==> src/rtl/popcount23_vecgen.sv <==
// Stimulus generator for 23-input popcount cores: builds a vector holding exactly
// k ones, placed by a 16-bit LFSR, and reports the exact count with it.
module popcount23_vecgen #(
  parameter logic [15:0] SEED = 16'hACE1
) (
  input  logic        clk,
  input  logic        rst_n,
  input  logic        cmd_valid,
  output logic        cmd_ready,
  input  logic [4:0]  cmd_k,
  output logic        vec_valid,
  input  logic        vec_ready,
  output logic [22:0] vec_data,
  output logic [4:0]  vec_k,
  output logic        vec_clamped
);

  localparam logic [15:0] LFSR_INIT = (SEED == 16'h0000) ? 16'h0001 : SEED;
  localparam logic [1:0]  ST_IDLE   = 2'd0;
  localparam logic [1:0]  ST_BUILD  = 2'd1;
  localparam logic [1:0]  ST_HOLD   = 2'd2;
  localparam logic [4:0]  K_MAX     = 5'd23;
  localparam logic [4:0]  IDX_LAST  = 5'd22;

  logic [1:0]  state_reg, state_next;
  logic [15:0] lfsr_reg, lfsr_next;
  logic [4:0]  need_reg, need_next;
  logic [4:0]  idx_reg, idx_next;
  logic [22:0] data_reg, data_next;
  logic [4:0]  k_reg, k_next;
  logic        clamped_reg, clamped_next;

  logic [4:0]  slots;
  logic        set_bit;
  logic        feedback;
  logic        cmd_over;
  logic [4:0]  cmd_kc;
  logic [22:0] build_data;

  assign cmd_over = (cmd_k > K_MAX);
  assign cmd_kc   = cmd_over ? K_MAX : cmd_k;
  assign slots    = K_MAX - idx_reg;
  assign feedback = lfsr_reg[15] ^ lfsr_reg[13] ^ lfsr_reg[12] ^ lfsr_reg[10];
  // Once the remaining ones equal the remaining slots every later bit is forced,
  // which guarantees the final popcount equals the requested count.
  assign set_bit  = (need_reg != 5'd0) && ((need_reg == slots) || lfsr_reg[15]);

  genvar gi;
  generate
    for (gi = 0; gi < 23; gi++) begin : g_bit
      assign build_data[gi] = (idx_reg == 5'(gi)) ? set_bit : data_reg[gi];
    end
  endgenerate

  always_comb begin
    state_next   = state_reg;
    lfsr_next    = lfsr_reg;
    need_next    = need_reg;
    idx_next     = idx_reg;
    data_next    = data_reg;
    k_next       = k_reg;
    clamped_next = clamped_reg;
    case (state_reg)
      ST_IDLE: begin
        if (cmd_valid) begin
          state_next   = ST_BUILD;
          clamped_next = cmd_over;
          k_next       = cmd_kc;
          need_next    = cmd_kc;
          idx_next     = 5'd0;
          data_next    = '0;
        end
      end
      ST_BUILD: begin
        data_next = build_data;
        need_next = need_reg - {4'b0000, set_bit};
        idx_next  = idx_reg + 5'd1;
        lfsr_next = {lfsr_reg[14:0], feedback};
        if (idx_reg == IDX_LAST) begin
          state_next = ST_HOLD;
        end
      end
      ST_HOLD: begin
        if (vec_ready) begin
          state_next = ST_IDLE;
        end
      end
      default: state_next = ST_IDLE;
    endcase
  end

  always_ff @(posedge clk or negedge rst_n) begin
    if (!rst_n) begin
      state_reg   <= ST_IDLE;
      lfsr_reg    <= LFSR_INIT;
      need_reg    <= 5'd0;
      idx_reg     <= 5'd0;
      data_reg    <= '0;
      k_reg       <= 5'd0;
      clamped_reg <= 1'b0;
    end else begin
      state_reg   <= state_next;
      lfsr_reg    <= lfsr_next;
      need_reg    <= need_next;
      idx_reg     <= idx_next;
      data_reg    <= data_next;
      k_reg       <= k_next;
      clamped_reg <= clamped_next;
    end
  end

  assign cmd_ready   = (state_reg == ST_IDLE);
  assign vec_valid   = (state_reg == ST_HOLD);
  assign vec_data    = data_reg;
  assign vec_k       = k_reg;
  assign vec_clamped = clamped_reg;

endmodule

==> config.mk <==
export PLATFORM = sky130hd
export DESIGN_NAME = popcount23_vecgen
export DESIGN_NICKNAME = d
export VERILOG_FILES = /design/src/rtl/popcount23_vecgen.sv
export SDC_FILE = /design/constraint.sdc
export NUM_CORES = 1
export LEC_CHECK = 0
export CORE_UTILIZATION = 45
export DETAILED_ROUTE_END_ITERATION = 16
export PLACE_DENSITY_LB_ADDON = 0.05
export SYNTH_ARGS = -nofsm -noshare
export SYNTH_HDL_FRONTEND = slang
export SYNTH_SLANG_ARGS = --single-unit
==> constraint.sdc <==
create_clock -name clk -period 2.35 [get_ports clk]
set_clock_uncertainty 0.15 [all_clocks]
set_input_delay 0.47 -clock clk [delete_from_list [all_inputs] [get_ports clk]]
set_output_delay 0.47 -clock clk [all_outputs]
set_load 0.005 [all_outputs]
==> flow_summary_export.csv, run 1 <==
group,metric,value,unit
status,outcome,"completed",
cells_and_area,area.growth.synth_to_final,23.8,%
setup_path,crit_path_start_kind,"flip-flop",
timing,tightest_slew,0.692,ns
die,num_io_pins,40,
placement,io_buffers,39,
yosys,synthTopCellsByArea,"dfrtp_1, nand2_1, dfstp_2, a22oi_2, a31oi_1",
timing,whs,0.304,ns
timing,setup_viol,0,
yosys,synthCells,305,
detailed_routing,wl,6470,µm
yosys,netlist.area_leader.share,0.415,
yosys,syn-num-nets,321,
cells_and_area,layout.nets,369,
detailed_routing,routed_via_density,5.36,
clock_network,cts_sinks,57,
setup_path,worstSetupEndpointType,"output pin",
cells_and_area,largest_reg_flops,23,
setup_path,critPathRequiredTime,1.73,ns
timing,slew_headroom,0.538,
power_and_ir_drop,fin_total_pwr,4.88,mW
yosys,async_reset_ff_frac,1.00,
yosys,synth_area_leader_cell,"dfrtp_1",
cells_and_area,n_antenna_cell,0,
detailed_routing,drc_errors,0,
global_routing,overflow,0,
global_routing,antenna_found_initial,0,
timing,tns,0,ns
clock_network,cts_buffers,9,
yosys,ys_seq_area_frac,0.486,
clock_network,h-tree-depth,3,
timing,finalMaxSlewViolations,0,
timing,rsz0062_at_grt,"false",
yosys,syn_area_per_cell,9.69,µm²
setup_path,path_class,"flip-flop to output pin",
cells_and_area,drive_gt1_frac,0.196,
timing,fin_crit,2.26,ns
die,coreArea,6350,µm²
die,die_w,83.0,µm
run,drv_cap,0,
yosys,synth_edf_count,0,
yosys,synth-seq-cells,57,
global_routing,grt_pass1_vias,2216,
die,die_area,6900,µm²
die,die_h,83.0,µm
detailed_routing,num_vias,2333,
yosys,synth_ff_type,"dfrtp_1",
die,floorplan.initialDensity,0.465,
setup_path,critPathArrivalTime,1.64,ns
cells_and_area,stdcell_area,3660,µm²
yosys,yosysWarnings,0,
min_path,hold_path.class,"flip-flop to flip-flop",
detailed_routing,drtIter0Drc,70,
timing,max_freq,442,MHz
clock_network,clock_latency,0.34,ns
global_routing,grt_max_degree,39,
placement,place.gp.congestion,0.746,
power_and_ir_drop,p_leak,1.61,nW
yosys,synth_common_cells,"nand2_1, dfrtp_1, nor2_1",
yosys,synth_most_common_cell,"nand2_1",
global_routing,grtUsageTotal,0.201,
yosys,syn_area,2960,µm²
clock_network,cts-root-buf,"clkbuf_8",
timing,setup_slack,0.0858,ns
clock_network,cts_tree,"done",
detailed_routing,drt.antenna.violating_nets,0,
timing,hold_viol,0,
global_routing,grt_pass1_wl,10900,µm
die,rows,29,
power_and_ir_drop,max-vdd-ir-drop,722,µV
detailed_routing,routedWlPerCell,14.9,µm
yosys,synth.distinct_cells,44,
placement,place_ws,0.0979,ns
power_and_ir_drop,power_density,1330,nW/µm²
placement,place_area,3450,µm²
clock_network,clkSlewWorstSetupHoldPaths,0.07,ns
timing,finalCritPeriodShare,0.963,
detailed_routing,drtPass1Iterations,4,
setup_path,cp_max_fo,9,
clock_network,cts_buffer_depth,2,
placement,place_hpwl,4490,µm
metrics by stage:
step | utilization | cells
after floorplan | - | 305
after global placement | 0.543 | 417
after detailed placement | 0.543 | 417
after CTS | 0.574 | 434
after global routing | 0.576 | 435
final | 0.576 | 435
where the power goes:
group / leakage [nW] / switching (mW) / internal (mW) / total, mW
Combinational: 0.827 / 1.17 / 1.20 / 2.37
Sequential: 0.681 / 0.258 / 1.34 / 1.60
Clock: 0.0974 / 0.395 / 0.517 / 0.911
area by class of cell:
cell class	instances	area (µm²)
Fill cell	574	2690
Sequential cell	57	1440
Multi-Input combinational cell	220	1380
Timing Repair Buffer	55	520
Clock buffer	13	149
Tap cell	77	96.3
Clock inverter	3	40.0
Inverter	10	37.5
worst max-delay path, cell delays in order, from the launching register on:
cell and delay, ns:
dfrtp_1 0.48, buf_4 0.22, nor2_1 0.10, clkdlybuf4s50_1 0.51
what timing repair did:
action                                  in CTS  in global routing
setup buffers                                0                  1
endpoints found under the setup margin       0                  5
hold buffers                                 1                  0
resized for setup                            0                  2
hold endpoints to repair                    19                  0
routing by layer:
layer  track usage  wire [µm]
met1         0.263       3070
met2         0.326       3110
met3        0.0457        192
met4        0.0752         93
met5             0          0
cell usage in the layout, fill, tap and decap left out, types with 10 or more instances in the layout:
cell type	instances
a22oi_2	11
a31oi_1	17
buf_4	14
clkbuf_8	10
clkdlybuf4s50_1	38
dfrtp_1	48
inv_1	10
nand2_1	63
nand3_1	10
nor2_1	28
o21ai_1	12
cell families after synthesis:
logic type	share of synthesized area
and+or+nand+nor	0.209
AOI/OAI and AO/OA	0.193
DFF	0.486
buffers and inverters	0.0491
xor gates and xnor gates	0.0296
adders and majority gates	0.0296
muxes	0.00339
final timing paths:
check	startpoint	endpoint	slack (ns)	cells after the start
max in group asynchronous	rst_n	lfsr_reg[0]$_DFFE_PN1P_	0.94	3
setup reg to reg	need_reg[4]$_DFFE_PN0P_	need_reg[2]$_DFFE_PN0P_	0.17	8
min in group asynchronous	rst_n	vec_data[19]$_DFFE_PN0P_	0.46	2
setup / recovery	state_reg[1]$_DFFE_PN0P_	cmd_ready	0.09	3
hold / removal	lfsr_reg[6]$_DFFE_PN1P_	lfsr_reg[7]$_DFFE_PN1P_	0.30	2
hold reg to reg	lfsr_reg[6]$_DFFE_PN1P_	lfsr_reg[7]$_DFFE_PN1P_	0.30	2
No activity file was read; power rests on OpenSTA's default activity.
==> run 2, diff against run 1 <==
--- a/config.mk
+++ b/config.mk
@@ -8,6 +8,8 @@
 export CORE_UTILIZATION = 45
 export DETAILED_ROUTE_END_ITERATION = 16
 export PLACE_DENSITY_LB_ADDON = 0.05
+export SETUP_SLACK_MARGIN = 0.15
+export SLEW_MARGIN = 20
 export SYNTH_ARGS = -nofsm -noshare
 export SYNTH_HDL_FRONTEND = slang
 export SYNTH_SLANG_ARGS = --single-unit
==> run 2 against run 1 <==
  * Non-clock buffer count is 6 higher
  * Sequential share of layout area is 0.59 points lower
  * Worst setup slack better by 0.12 ns
  * Die area stayed put
==> flow_summary_export.csv, run 2 (synthesis gave the netlist of run 1 again) <==
group,metric,value,unit
setup_path,path_class,"flip-flop to flip-flop",
clock_network,clock_latency,0.34,ns
placement,place.gp.congestion,0.746,
detailed_routing,drc_errors,0,
timing,tightest_slew,0.691,ns
cells_and_area,layout.nets,375,
global_routing,antenna_found_initial,0,
power_and_ir_drop,power_density,1330,nW/µm²
cells_and_area,layout_common_cells,"nand2_1, dfrtp_1, clkdlybuf4s50_1",
die,coreArea,6350,µm²
timing,finalMaxSlewViolations,0,
status,outcome,"completed",
detailed_routing,drt.antenna.violating_nets,0,
detailed_routing,routed_via_density,5.28,
timing,max_freq,465,MHz
timing,rsz0062_at_grt,"true",
global_routing,grtUsageTotal,0.202,
cells_and_area,n_antenna_cell,0,
clock_network,cts_buffers,9,
detailed_routing,drtPass1Iterations,4,
timing,hold_viol,0,
die,die_h,83.0,µm
die,rows,29,
clock_network,cts_buffer_depth,2,
clock_network,h-tree-depth,3,
die,floorplan.initialDensity,0.465,
timing,setup_viol,0,
timing,whs,0.304,ns
detailed_routing,wl,6550,µm
detailed_routing,drtIter0Drc,67,
die,die_area,6900,µm²
setup_path,crit_path_start_kind,"flip-flop",
setup_path,critPathRequiredTime,2.41,ns
timing,finalCritPeriodShare,0.914,
setup_path,critPathArrivalTime,2.21,ns
cells_and_area,area.growth.synth_to_final,25.9,%
run,drv_cap,0,
die,die_w,83.0,µm
placement,io_buffers,39,
global_routing,overflow,0,
global_routing,grt_pass1_vias,2240,
die,num_io_pins,40,
cells_and_area,mostFrequentLayoutCell,"nand2_1",
setup_path,cp_max_fo,5,
timing,slew_headroom,0.539,
clock_network,cts-root-buf,"clkbuf_8",
placement,place_hpwl,4490,µm
global_routing,grt_max_degree,39,
power_and_ir_drop,fin_total_pwr,4.96,mW
clock_network,cts_sinks,57,
detailed_routing,routedWlPerCell,14.9,µm
clock_network,cts_tree,"done",
setup_path,worstSetupEndpointType,"flip-flop",
cells_and_area,drive_gt1_frac,0.223,
placement,place_ws,0.0979,ns
min_path,hold_path.class,"flip-flop to flip-flop",
power_and_ir_drop,max-vdd-ir-drop,735,µV
cells_and_area,largest_reg_flops,23,
detailed_routing,num_vias,2330,
power_and_ir_drop,p_leak,1.65,nW
global_routing,grt_pass1_wl,11000,µm
clock_network,clkSlewWorstSetupHoldPaths,0.07,ns
timing,setup_slack,0.201,ns
timing,fin_crit,2.15,ns
timing,tns,0,ns
-- run 2: cell count changes in the layout (fill, tap and decap cells not counted), sizes merged --
cell / before / now
buf: 16 / 22
clkdlybuf4s50: 38 / 37
dlymetal6s2s: 0 / 1
-- run 2: stage by stage --
stage,utilization,cell area [µm²],std cells
after floorplan,-,2960,305
after global placement,0.543,3450,417
after detailed placement,0.543,3450,417
after CTS,0.577,3660,436
after global routing,0.586,3720,441
final,0.586,3720,441
-- run 2: per-layer routing --
layer | up-vias | global-route usage | part of all wire
met5 | - | 0 | 0
met3 | 10 | 0.0457 | 0.031
met2 | 44 | 0.332 | 0.49
met4 | 0 | 0.0752 | 0.014
met1 | 1103 | 0.259 | 0.47
li1 | 1173 | - | -
-- run 2: area by class of cell --
| class | count | area [µm²] |
|---|---|---|
| Clock inverter | 3 | 40.0 |
| Sequential cell | 57 | 1440 |
| Inverter | 10 | 37.5 |
| Tap cell | 77 | 96.3 |
| Fill cell | 565 | 2630 |
| Multi-Input combinational cell | 220 | 1390 |
| Timing Repair Buffer | 61 | 568 |
| Clock buffer | 13 | 149 |
-- run 2: critical path, stage by stage (launching register included) --
cell and delay, ns:
dfrtp_2 0.45, xnor2_2 0.16, nor4_4 0.31, a21oi_2 0.10, nor2_1 0.11, ha_2 0.20, nand3_1 0.11, o31a_1 0.25
o22a_1 0.19
-- run 2: repair_timing --
action,CTS,global route
endpoints found under the setup margin,3,6
gates resized for setup,2,6
buffers inserted,2,5
hold endpoints to repair,19,0
pin swaps,0,2
hold buffers,1,0
-- run 2: power by group --
group / internal (mW) / switching [mW] / total, mW
sequential: 1.34 / 0.243 / 1.59
combinational: 1.25 / 1.21 / 2.46
clock: 0.517 / 0.394 / 0.911
total: 3.11 / 1.85 / 4.96
-- run 2: path summary, 6_finish.rpt --
check	from	to	slack (ns)	depth (start not counted)
setup / recovery	need_reg[2]$_DFFE_PN0P_	need_reg[3]$_DFFE_PN0P_	0.20	8
hold / removal	lfsr_reg[6]$_DFFE_PN1P_	lfsr_reg[7]$_DFFE_PN1P_	0.30	2
setup reg to reg	need_reg[2]$_DFFE_PN0P_	need_reg[3]$_DFFE_PN0P_	0.20	8
hold reg to reg	lfsr_reg[6]$_DFFE_PN1P_	lfsr_reg[7]$_DFFE_PN1P_	0.30	2
max in group asynchronous	rst_n	lfsr_reg[0]$_DFFE_PN1P_	0.95	3
min in group asynchronous	rst_n	vec_data[19]$_DFFE_PN0P_	0.46	2
